--- src/rtl/i2c_dac_writer.sv ---
`default_nettype none
// ============================================================================
// Module   : i2c_dac_writer
// Brief    : Four-byte I2C write master for the threshold / HV DAC buses.
//            Optional macro I2C_NACK_ABORT_EN: stop the frame after a NACKed slot.
// Revision : 1.0 - initial release
// ============================================================================
module i2c_dac_writer #(
    parameter int CLK_DIV = 30,
    parameter int NBUS    = 2
) (
    input  logic            clk_i,
    input  logic            rst_i,
    input  logic            ENABLE,
    input  logic [NBUS-1:0] I2CLINES,
    input  logic [15:0]     I2CDATA12,
    input  logic [15:0]     I2CDATA34,
    input  logic [NBUS-1:0] SDAIN,
    output logic [NBUS-1:0] SCLLINES,
    output logic [NBUS-1:0] SDALINES,
    output logic            BUSY,
    output logic            DONE,
    output logic            NACK
);

    typedef enum logic [2:0] {
        S_IDLE  = 3'd0,
        S_START = 3'd1,
        S_BIT   = 3'd2,
        S_ACK   = 3'd3,
        S_STOP  = 3'd4
    } state_t;

    localparam logic [15:0] c_div_last = 16'(CLK_DIV - 1);

`ifdef I2C_NACK_ABORT_EN
    localparam logic c_abort = 1'b1;
`else
    localparam logic c_abort = 1'b0;
`endif

    state_t          r_state, w_state_nxt;
    logic [1:0]      r_step, w_step_nxt;
    logic [2:0]      r_bit_cnt, w_bit_cnt_nxt;
    logic [1:0]      r_byte_cnt, w_byte_cnt_nxt;
    logic [15:0]     r_div, w_div_nxt;
    logic [31:0]     r_shift, w_shift_nxt;
    logic [NBUS-1:0] r_lines, w_lines_nxt;
    logic            r_scl, w_scl_nxt;
    logic            r_sda, w_sda_nxt;
    logic            r_busy, w_busy_nxt;
    logic            r_done, w_done_nxt;
    logic            r_nack, w_nack_nxt;
    logic            r_en_q, r_en_prev;
    logic [NBUS-1:0] r_sdain_meta, r_sdain_sync;
    logic            w_accept;
    logic            w_tick;

    assign w_accept = (r_state == S_IDLE) && r_en_q && !r_en_prev && (|I2CLINES);
    assign w_tick   = (r_state != S_IDLE) && (r_div == c_div_last);

    // Unselected buses stay released; selected ones share one waveform.
    assign SCLLINES = {NBUS{r_scl}} | ~r_lines;
    assign SDALINES = {NBUS{r_sda}} | ~r_lines;
    assign BUSY     = r_busy;
    assign DONE     = r_done;
    assign NACK     = r_nack;

    always_ff @(posedge clk_i or negedge rst_i) begin
        if (!rst_i) begin
            r_state      <= S_IDLE;
            r_step       <= 2'd0;
            r_bit_cnt    <= 3'd0;
            r_byte_cnt   <= 2'd0;
            r_div        <= 16'd0;
            r_shift      <= 32'd0;
            r_lines      <= '0;
            r_scl        <= 1'b1;
            r_sda        <= 1'b1;
            r_busy       <= 1'b0;
            r_done       <= 1'b0;
            r_nack       <= 1'b0;
            r_en_q       <= 1'b0;
            r_en_prev    <= 1'b0;
            r_sdain_meta <= '1;
            r_sdain_sync <= '1;
        end else begin
            r_state      <= w_state_nxt;
            r_step       <= w_step_nxt;
            r_bit_cnt    <= w_bit_cnt_nxt;
            r_byte_cnt   <= w_byte_cnt_nxt;
            r_div        <= w_div_nxt;
            r_shift      <= w_shift_nxt;
            r_lines      <= w_lines_nxt;
            r_scl        <= w_scl_nxt;
            r_sda        <= w_sda_nxt;
            r_busy       <= w_busy_nxt;
            r_done       <= w_done_nxt;
            r_nack       <= w_nack_nxt;
            r_en_q       <= ENABLE;
            r_en_prev    <= r_en_q;
            r_sdain_meta <= SDAIN;
            r_sdain_sync <= r_sdain_meta;
        end
    end

    always_comb begin
        w_state_nxt    = r_state;
        w_step_nxt     = r_step;
        w_bit_cnt_nxt  = r_bit_cnt;
        w_byte_cnt_nxt = r_byte_cnt;
        w_shift_nxt    = r_shift;
        w_lines_nxt    = r_lines;
        w_busy_nxt     = r_busy;
        w_done_nxt     = 1'b0;
        w_nack_nxt     = r_nack;
        w_div_nxt      = (r_state == S_IDLE || w_tick) ? 16'd0 : r_div + 16'd1;
        w_scl_nxt      = 1'b1;
        w_sda_nxt      = 1'b1;

        case (r_state)
            S_IDLE: begin
                if (w_accept) begin
                    w_state_nxt    = S_START;
                    w_step_nxt     = 2'd0;
                    w_bit_cnt_nxt  = 3'd0;
                    w_byte_cnt_nxt = 2'd0;
                    w_shift_nxt    = {I2CDATA12, I2CDATA34};
                    w_lines_nxt    = I2CLINES;
                    w_nack_nxt     = 1'b0;
                    w_busy_nxt     = 1'b1;
                end
            end
            S_START: begin
                if (w_tick) begin
                    w_step_nxt = r_step + 2'd1;
                    if (r_step == 2'd1) begin
                        w_state_nxt = S_BIT;
                        w_step_nxt  = 2'd0;
                    end
                end
            end
            S_BIT: begin
                if (w_tick) begin
                    w_step_nxt = r_step + 2'd1;
                    if (r_step == 2'd3) begin
                        w_shift_nxt   = {r_shift[30:0], 1'b0};
                        w_bit_cnt_nxt = r_bit_cnt + 3'd1;
                        if (r_bit_cnt == 3'd7) begin
                            w_state_nxt = S_ACK;
                        end
                    end
                end
            end
            S_ACK: begin
                if (w_tick) begin
                    w_step_nxt = r_step + 2'd1;
                    if (r_step == 2'd2 && (|(r_sdain_sync & r_lines))) begin
                        w_nack_nxt = 1'b1;
                    end
                    if (r_step == 2'd3) begin
                        w_byte_cnt_nxt = r_byte_cnt + 2'd1;
                        if (r_byte_cnt == 2'd3 || (c_abort && r_nack)) begin
                            w_state_nxt = S_STOP;
                        end else begin
                            w_state_nxt = S_BIT;
                        end
                    end
                end
            end
            S_STOP: begin
                if (w_tick) begin
                    w_step_nxt = r_step + 2'd1;
                    if (r_step == 2'd2) begin
                        w_state_nxt = S_IDLE;
                        w_step_nxt  = 2'd0;
                        w_done_nxt  = 1'b1;
                        w_busy_nxt  = 1'b0;
                    end
                end
            end
            default: begin
                w_state_nxt = S_IDLE;
                w_step_nxt  = 2'd0;
                w_busy_nxt  = 1'b0;
            end
        endcase

        // Line levels are decoded from the upcoming step so the pads are registered.
        case (w_state_nxt)
            S_START: begin
                w_sda_nxt = 1'b0;
                w_scl_nxt = (w_step_nxt == 2'd0);
            end
            S_BIT: begin
                w_sda_nxt = w_shift_nxt[31];
                w_scl_nxt = (w_step_nxt == 2'd1) || (w_step_nxt == 2'd2);
            end
            S_ACK: begin
                w_sda_nxt = 1'b1;
                w_scl_nxt = (w_step_nxt == 2'd1) || (w_step_nxt == 2'd2);
            end
            S_STOP: begin
                w_sda_nxt = (w_step_nxt == 2'd2);
                w_scl_nxt = (w_step_nxt != 2'd0);
            end
            default: begin
                w_sda_nxt = 1'b1;
                w_scl_nxt = 1'b1;
            end
        endcase
    end

endmodule
`default_nettype wire

--- config.mk ---
export PLATFORM = sky130hd
export DESIGN_NAME = i2c_dac_writer
export DESIGN_NICKNAME = d
export VERILOG_FILES = /design/src/rtl/i2c_dac_writer.sv
export SDC_FILE = /design/constraint.sdc
export NUM_CORES = 1
export LEC_CHECK = 0
export CAP_MARGIN = 20
export CORE_MARGIN = 4
export CORE_UTILIZATION = 40
export DETAILED_ROUTE_END_ITERATION = 8
export HOLD_SLACK_MARGIN = 0.03
export SLEW_MARGIN = 20
export SYNTH_ARGS = -nofsm -noshare
export SYNTH_HDL_FRONTEND = slang
export SYNTH_SLANG_ARGS = --single-unit
export TNS_END_PERCENT = 20
--- constraint.sdc ---
create_clock -name clk_i -period 2.3 [get_ports clk_i]
set_input_delay 0.69 -clock clk_i [delete_from_list [all_inputs] [get_ports clk_i]]
set_output_delay 0.69 -clock clk_i [all_outputs]
set_load 0.01 [all_outputs]
After elaboration in Yosys (flattened, before gate mapping)
Index checks and enable logic that the tools add are counted.
Storage, ports and cells
  flip-flop bits (word level): 71
  output and inout bits: 7
Cells by class
  add/subtract/negate cells: 4
  equality and inequality tests: 24
  multiplexer cells: 45
  bitwise gates (word level): 5
  reduce and logical (&&, ||, !) cells: 24
Operators with widths (count)
  two-way mux 32 bit: 3
  one-hot mux 32 bit (2 select lines): 1
  two-way mux 3 bit: 14
  two-way mux 2 bit: 9
  adder 16 x 1 -> 16 bit, second input constant: 1
  == test 16 x 5 -> 1 bit, second input constant: 1
  two-way mux 16 bit: 1
  != test 2 bit, second input constant: 8
  AND reduction 4 bit: 4
  one-hot mux 3 bit (5 select lines): 1
  == test 3 x 2 -> 1 bit, second input constant: 4
  == test 3 bit, second input constant: 3
  two-way mux 1 bit: 9
  one-hot mux 1 bit (3 select lines): 3
  == test 2 bit, second input constant: 4
  one-hot mux 2 bit (4 select lines): 1
  OR reduction 2 bit: 4
  == test 3 x 1 -> 1 bit, second input constant: 2
  one-hot mux 3 bit (2 select lines): 1
  nonzero test 2 bit: 3
  logical AND 1 bit: 5
  adder 2 x 1 -> 2 bit, second input constant: 2
  == test 2 x 1 -> 1 bit, second input constant: 2
  OR 2 bit: 2
  other kinds (13): 14

Longest topological paths before layout
Gate-level depths: netlist (run 1).
  depth in word-level cells: 9
  gate-level depth with buffers: 12
  gate-level depth less buffers: 11

Least setup slack after synthesis (run 1)
Ideal clock, no wire load.
  path type: register -> register
  start point: reg r_div[0]
  end point: reg r_scl
  data arrival time: 2189 ps
  data required time: 2212 ps
  setup slack: 23 ps
  stages on the path, launching flop included: 11
  buffers on the path: 2
  cell sequence: dfrtp_1 > ha_1 > nor4b_2 > and4_4 > buf_6 > or2_1 > buf_2 > a21oi_1 > o21ai_1 > ha_1 > a221oi_2
Between the ends
  cells in the longest elaborated chain, start to end: 7
  elaborated cells between the ends (all ways): 22
  those cells by class: 7 x eq/ne; 10 x mux; 5 x reduce/logical
Ends and longest elaborated chain
  from (decl): line 46  | logic [15:0] r_div, w_div_nxt;
  from (signal assigned): line 92  | r_div <= w_div_nxt;
  == test 16 x 5 -> 1 bit *: line 60  | assign w_tick = (r_state != S_IDLE) && (r_div == c_div_last);
  logical AND 1 bit *: line 60
  two-way mux 3 bit (tied with other cells): line 172  | if (w_tick) begin
  one-hot mux 3 bit (5 select lines) / one-hot mux 2 bit (4 select lines) (equally long branches): line 121  | case (r_state)
  == test 3 x 2 -> 1 bit (tied with other cells): line 190  | case (w_state_nxt)
  OR reduction 2 bit (no source line) / logical OR 1 bit (equally long branches)
  one-hot mux 1 bit (3 select lines) *: line 190
  named net w_scl_nxt: line 49  | logic r_scl, w_scl_nxt;
  to (signal assigned): line 95  | r_scl <= w_scl_nxt;
  to (decl): line 49
The timed path passes the listed nets; every way through them passes the cells marked *.
A chain may end at the register's enable or synchronous reset.

Worst setup path after layout (run 1)
  start point: reg r_div[1]
  end point: reg r_scl
Between the ends
  cells in the longest elaborated chain, start to end: 7
  elaborated cells between the ends (all ways): 22
  those cells by class: 7 x eq/ne; 10 x mux; 5 x reduce/logical
Ends and longest elaborated chain
  == test 16 x 5 -> 1 bit *: line 60
  logical AND 1 bit *: line 60
  two-way mux 2 bit, on equally long branches
  one-hot mux 2 bit (4 select lines) *: line 121
  named net w_step_nxt[1]: line 43  | logic [1:0] r_step, w_step_nxt;
  == test 2 x 1 -> 1 bit / == test 2 bit (equally long branches): line 197, 201
  logical OR 1 bit: line 197, 201
  one-hot mux 1 bit (3 select lines) *: line 190
  named net w_scl_nxt: line 49
Marks and branches as above.

==> out/results.ini, run 1 <==
[run_status]
status = finished clean

[pwr]
power.switching_mw = 0.4880
ir_drop_mv = 0.3523
p_seq_share_pct = 55.7
p_clk_share_pct = 39.6
leakagePower_nw = 2.063
power-per-cell-area_mw_per_mm2 = 522.2
combPwrFrac_pct = 4.7
netSwitchingFraction_pct = 21.61
internal_power_mw = 1.771

[setup_path]
arrival_ps = 2450
worst_setup_path_end_kind = flip-flop
r2r_setup_slack_ps = 100
reg2reg_from = r_div[1]
crit_type = flip-flop to flip-flop
cp_data_required_time_ps = 2540
r2r_cells = 9
cp_max_fo = 7
crit_path_start_kind = flip-flop
crit-reg2reg-capture = r_scl

[yosys]
synth-async-reset-ratio_pct = 100.0
synth_fp_nets = 388
avgSynthCellArea_um2 = 10.23
synth_ff_type = dfrtp_1
synth_edf_count = 0
ys_seq_area_share_pct = 51.93
syn_area_mm2 = 0.003436
ys_ff_latch = 71
synth_cell_types = 52
ys_warn_count = 0
syn_inst = 336

[routing]
wirelength_um = 6973
via_per_inst = 4.974
drt_pass1_iterations = 5
ant_nets = 0
wire_per_inst_um = 13.73
vias = 2527
drc = 0
drt_iter0_drc = 119

[layout]
layout_common_cells = 71 x nand2_1, 65 x dfrtp_1, 42 x clkdlybuf4s50_1
final_cell_area_mm2 = 0.004325
regArea_mm2 = 0.001784
layout_commonest_cell = nand2_1
fin_util_pct = 52.12
multi_input_area_mm2 = 0.001524
area_growth_pct = 25.89
fin_nets = 450
layout-drive-gt1-share_pct = 15.88
antennaDiodeCount = 0
final_cell_count_no_fill = 508
fill_cells = 787

[timing]
skew_ps = 9.213
timing.final.ws_setup_ps = 98.94
finalSetupTns_ps = 0
slew_viol_final = 0
period_minus_slack_ps = 2201
fmax_mhz = 454.3
hold_viol_final = 0
worstMarginPinSlew_ps = 483.2
rsz0062_at_grt = true
finalCritPeriodShare_pct = 95.70
slew_headroom_pct = 67.78
setup_viol = 0

[clocking]
cts_max_level = 3
clk_latency_ps = 340
clockBufferDepth = 2
clock-root-buffer = clkbuf_8
cts_made_buffers = 9
clk_pin_slew_worst_paths_ps = 70
cts_tree = yes
cts_sinks = 71

[global_routing]
grt_max_degree = 35
antenna_found_initial = 0
grt_pass1_wl_um = 12110
grt_pass1_vias = 2448
grt_overflow_total = 0
track_usage_pct = 15.09

[placement]
dp_hpwl_um = 4890
place_congestion = 0.9088
preCtsSetupSlack_ps = -473.8
placed_cell_area_mm2 = 0.004114
place_inst = 491
port_buffers = 45

[floorplan]
pin_count = 46
initial_core_util_pct = 41.40
rows = 33
die_h_um = 100.7
core_area_mm2 = 0.008299
die_w_um = 100.7
die_area_mm2 = 0.01014

[worst_hold_path]
hold_path.class = input pin to asynchronous set/reset pin

[run]
maxCapViolCount = 0

## state kept, by name, summed over array words and instances (netlist names)
name          cells
r_state           3
r_en_q            1
r_lines           2
r_byte_cnt        2
BUSY              1
NACK              1
r_scl             1
r_bit_cnt         3
r_sdain_meta      2
r_step            2
r_div            16
r_sda             1
r_shift          32
DONE              1
r_sdain_sync      2
r_en_prev         1
## critical path, cell delays in order (launching register included)
cell and delay [ps]:
dfrtp_1 380, inv_1 60, ha_1 140, nor4b_4 190
and4_4 300, nor2b_1 150, o22ai_1 80, o221a_2 310
ha_1 290, a221oi_2 220
## power groups by stage
stage / clock network [mW] / logic (mW) / registers [mW]
final: 0.895 / 0.106 / 1.26
after global routing: 0.983 / 0.117 / 1.26
after CTS: 0.930 / 0.109 / 1.26
after detailed placement: 0 / 0.108 / 1.28
after global placement: 0 / 0.108 / 1.28
after floorplan: 0 / 0.00417 / 1.28
## per-stage QoR
step	power, mW	hold WS, ps
2_1_floorplan	1.286	345.2
3_3_place_gp	1.390	346.9
3_5_place_dp	1.390	348.2
4_1_cts	2.297	314.2
5_1_grt	2.359	332.8
6_report	2.259	314.7
## repair_timing
action / CTS / global route
setup endpoints to repair: 1 / 11
resized for setup: 2 / 6
hold buffers: 0 / 0
buffers inserted: 0 / 1
pin swaps: 1 / 2
## logic make-up after synthesis
group                      share of synthesized area, %
and+or+nand+nor                                   19.85
muxes                                            0.9468
AOI/OAI and AO/OA                                 15.73
adders and majority gates                         4.734
xor gates and xnor gates                          2.549
buffers and inverters                             4.260
DFF                                               51.93
## metal layers
| metal | vias up | GRT usage (%) | share of wire, % |
|---|---|---|---|
| met5 | - | 0 | 0 |
| met4 | 0 | 5.596 | 0.90 |
| met3 | 6 | 3.737 | 4.3 |
| met2 | 48 | 22.03 | 45 |
| met1 | 1190 | 21.62 | 50 |
| li1 | 1283 | - | - |
## Yosys cell counts, types with 5 or more instances
| master | instances | area, um^2 |
|---|---|---|
| xor2_1 | 5 | 43.79 |
| nand2_1 | 72 | 270.3 |
| nand2b_1 | 6 | 37.54 |
| dfstp_2 | 6 | 157.7 |
| xnor2_1 | 5 | 43.79 |
| o21ai_1 | 7 | 35.03 |
| buf_4 | 6 | 45.04 |
| nor2b_1 | 5 | 31.28 |
| a21oi_1 | 7 | 35.03 |
| o21ai_0 | 5 | 25.02 |
| buf_2 | 6 | 30.03 |
| nor3_1 | 5 | 25.02 |
| nor2_1 | 19 | 71.32 |
| nand3_1 | 8 | 40.04 |
| inv_1 | 11 | 41.29 |
| and3_1 | 7 | 43.79 |
| a22oi_1 | 30 | 225.2 |
| ha_1 | 13 | 162.7 |
| dfrtp_1 | 65 | 1627 |
## cell type report
| cell class | count | area share (%) |
|---|---|---|
| repair buffers | 68 | 15.36 |
| clock inverters | 3 | 0.4050 |
| flip-flops and latches | 71 | 41.25 |
| multi-input cells | 236 | 35.23 |
| well taps | 105 | 3.037 |
| inverters | 12 | 1.041 |
| clock buffers | 13 | 3.674 |
## worst max path at each step
| stage | startpoint | to | slack (ps) |
|---|---|---|---|
| after global placement | I2CLINES[1] | r_scl | -430 |
| after global routing | r_div[1] | r_scl | -20 |
| final | r_div[1] | r_scl | 100 |
| after floorplan | r_div[0] | r_scl | 20 |
| after CTS | I2CLINES[0] | r_scl | 0.3 |
| after detailed placement | I2CLINES[1] | r_scl | -470 |
Power figures use the tool's default switching activity.
==> run 2: changes to the inputs <==
- CTS_CLUSTER_SIZE: default -> 40
- SLEW_MARGIN: 20 -> default
==> results of run 2 <==
Same layout as run 1: the final DEF is identical, and so are final timing and power.
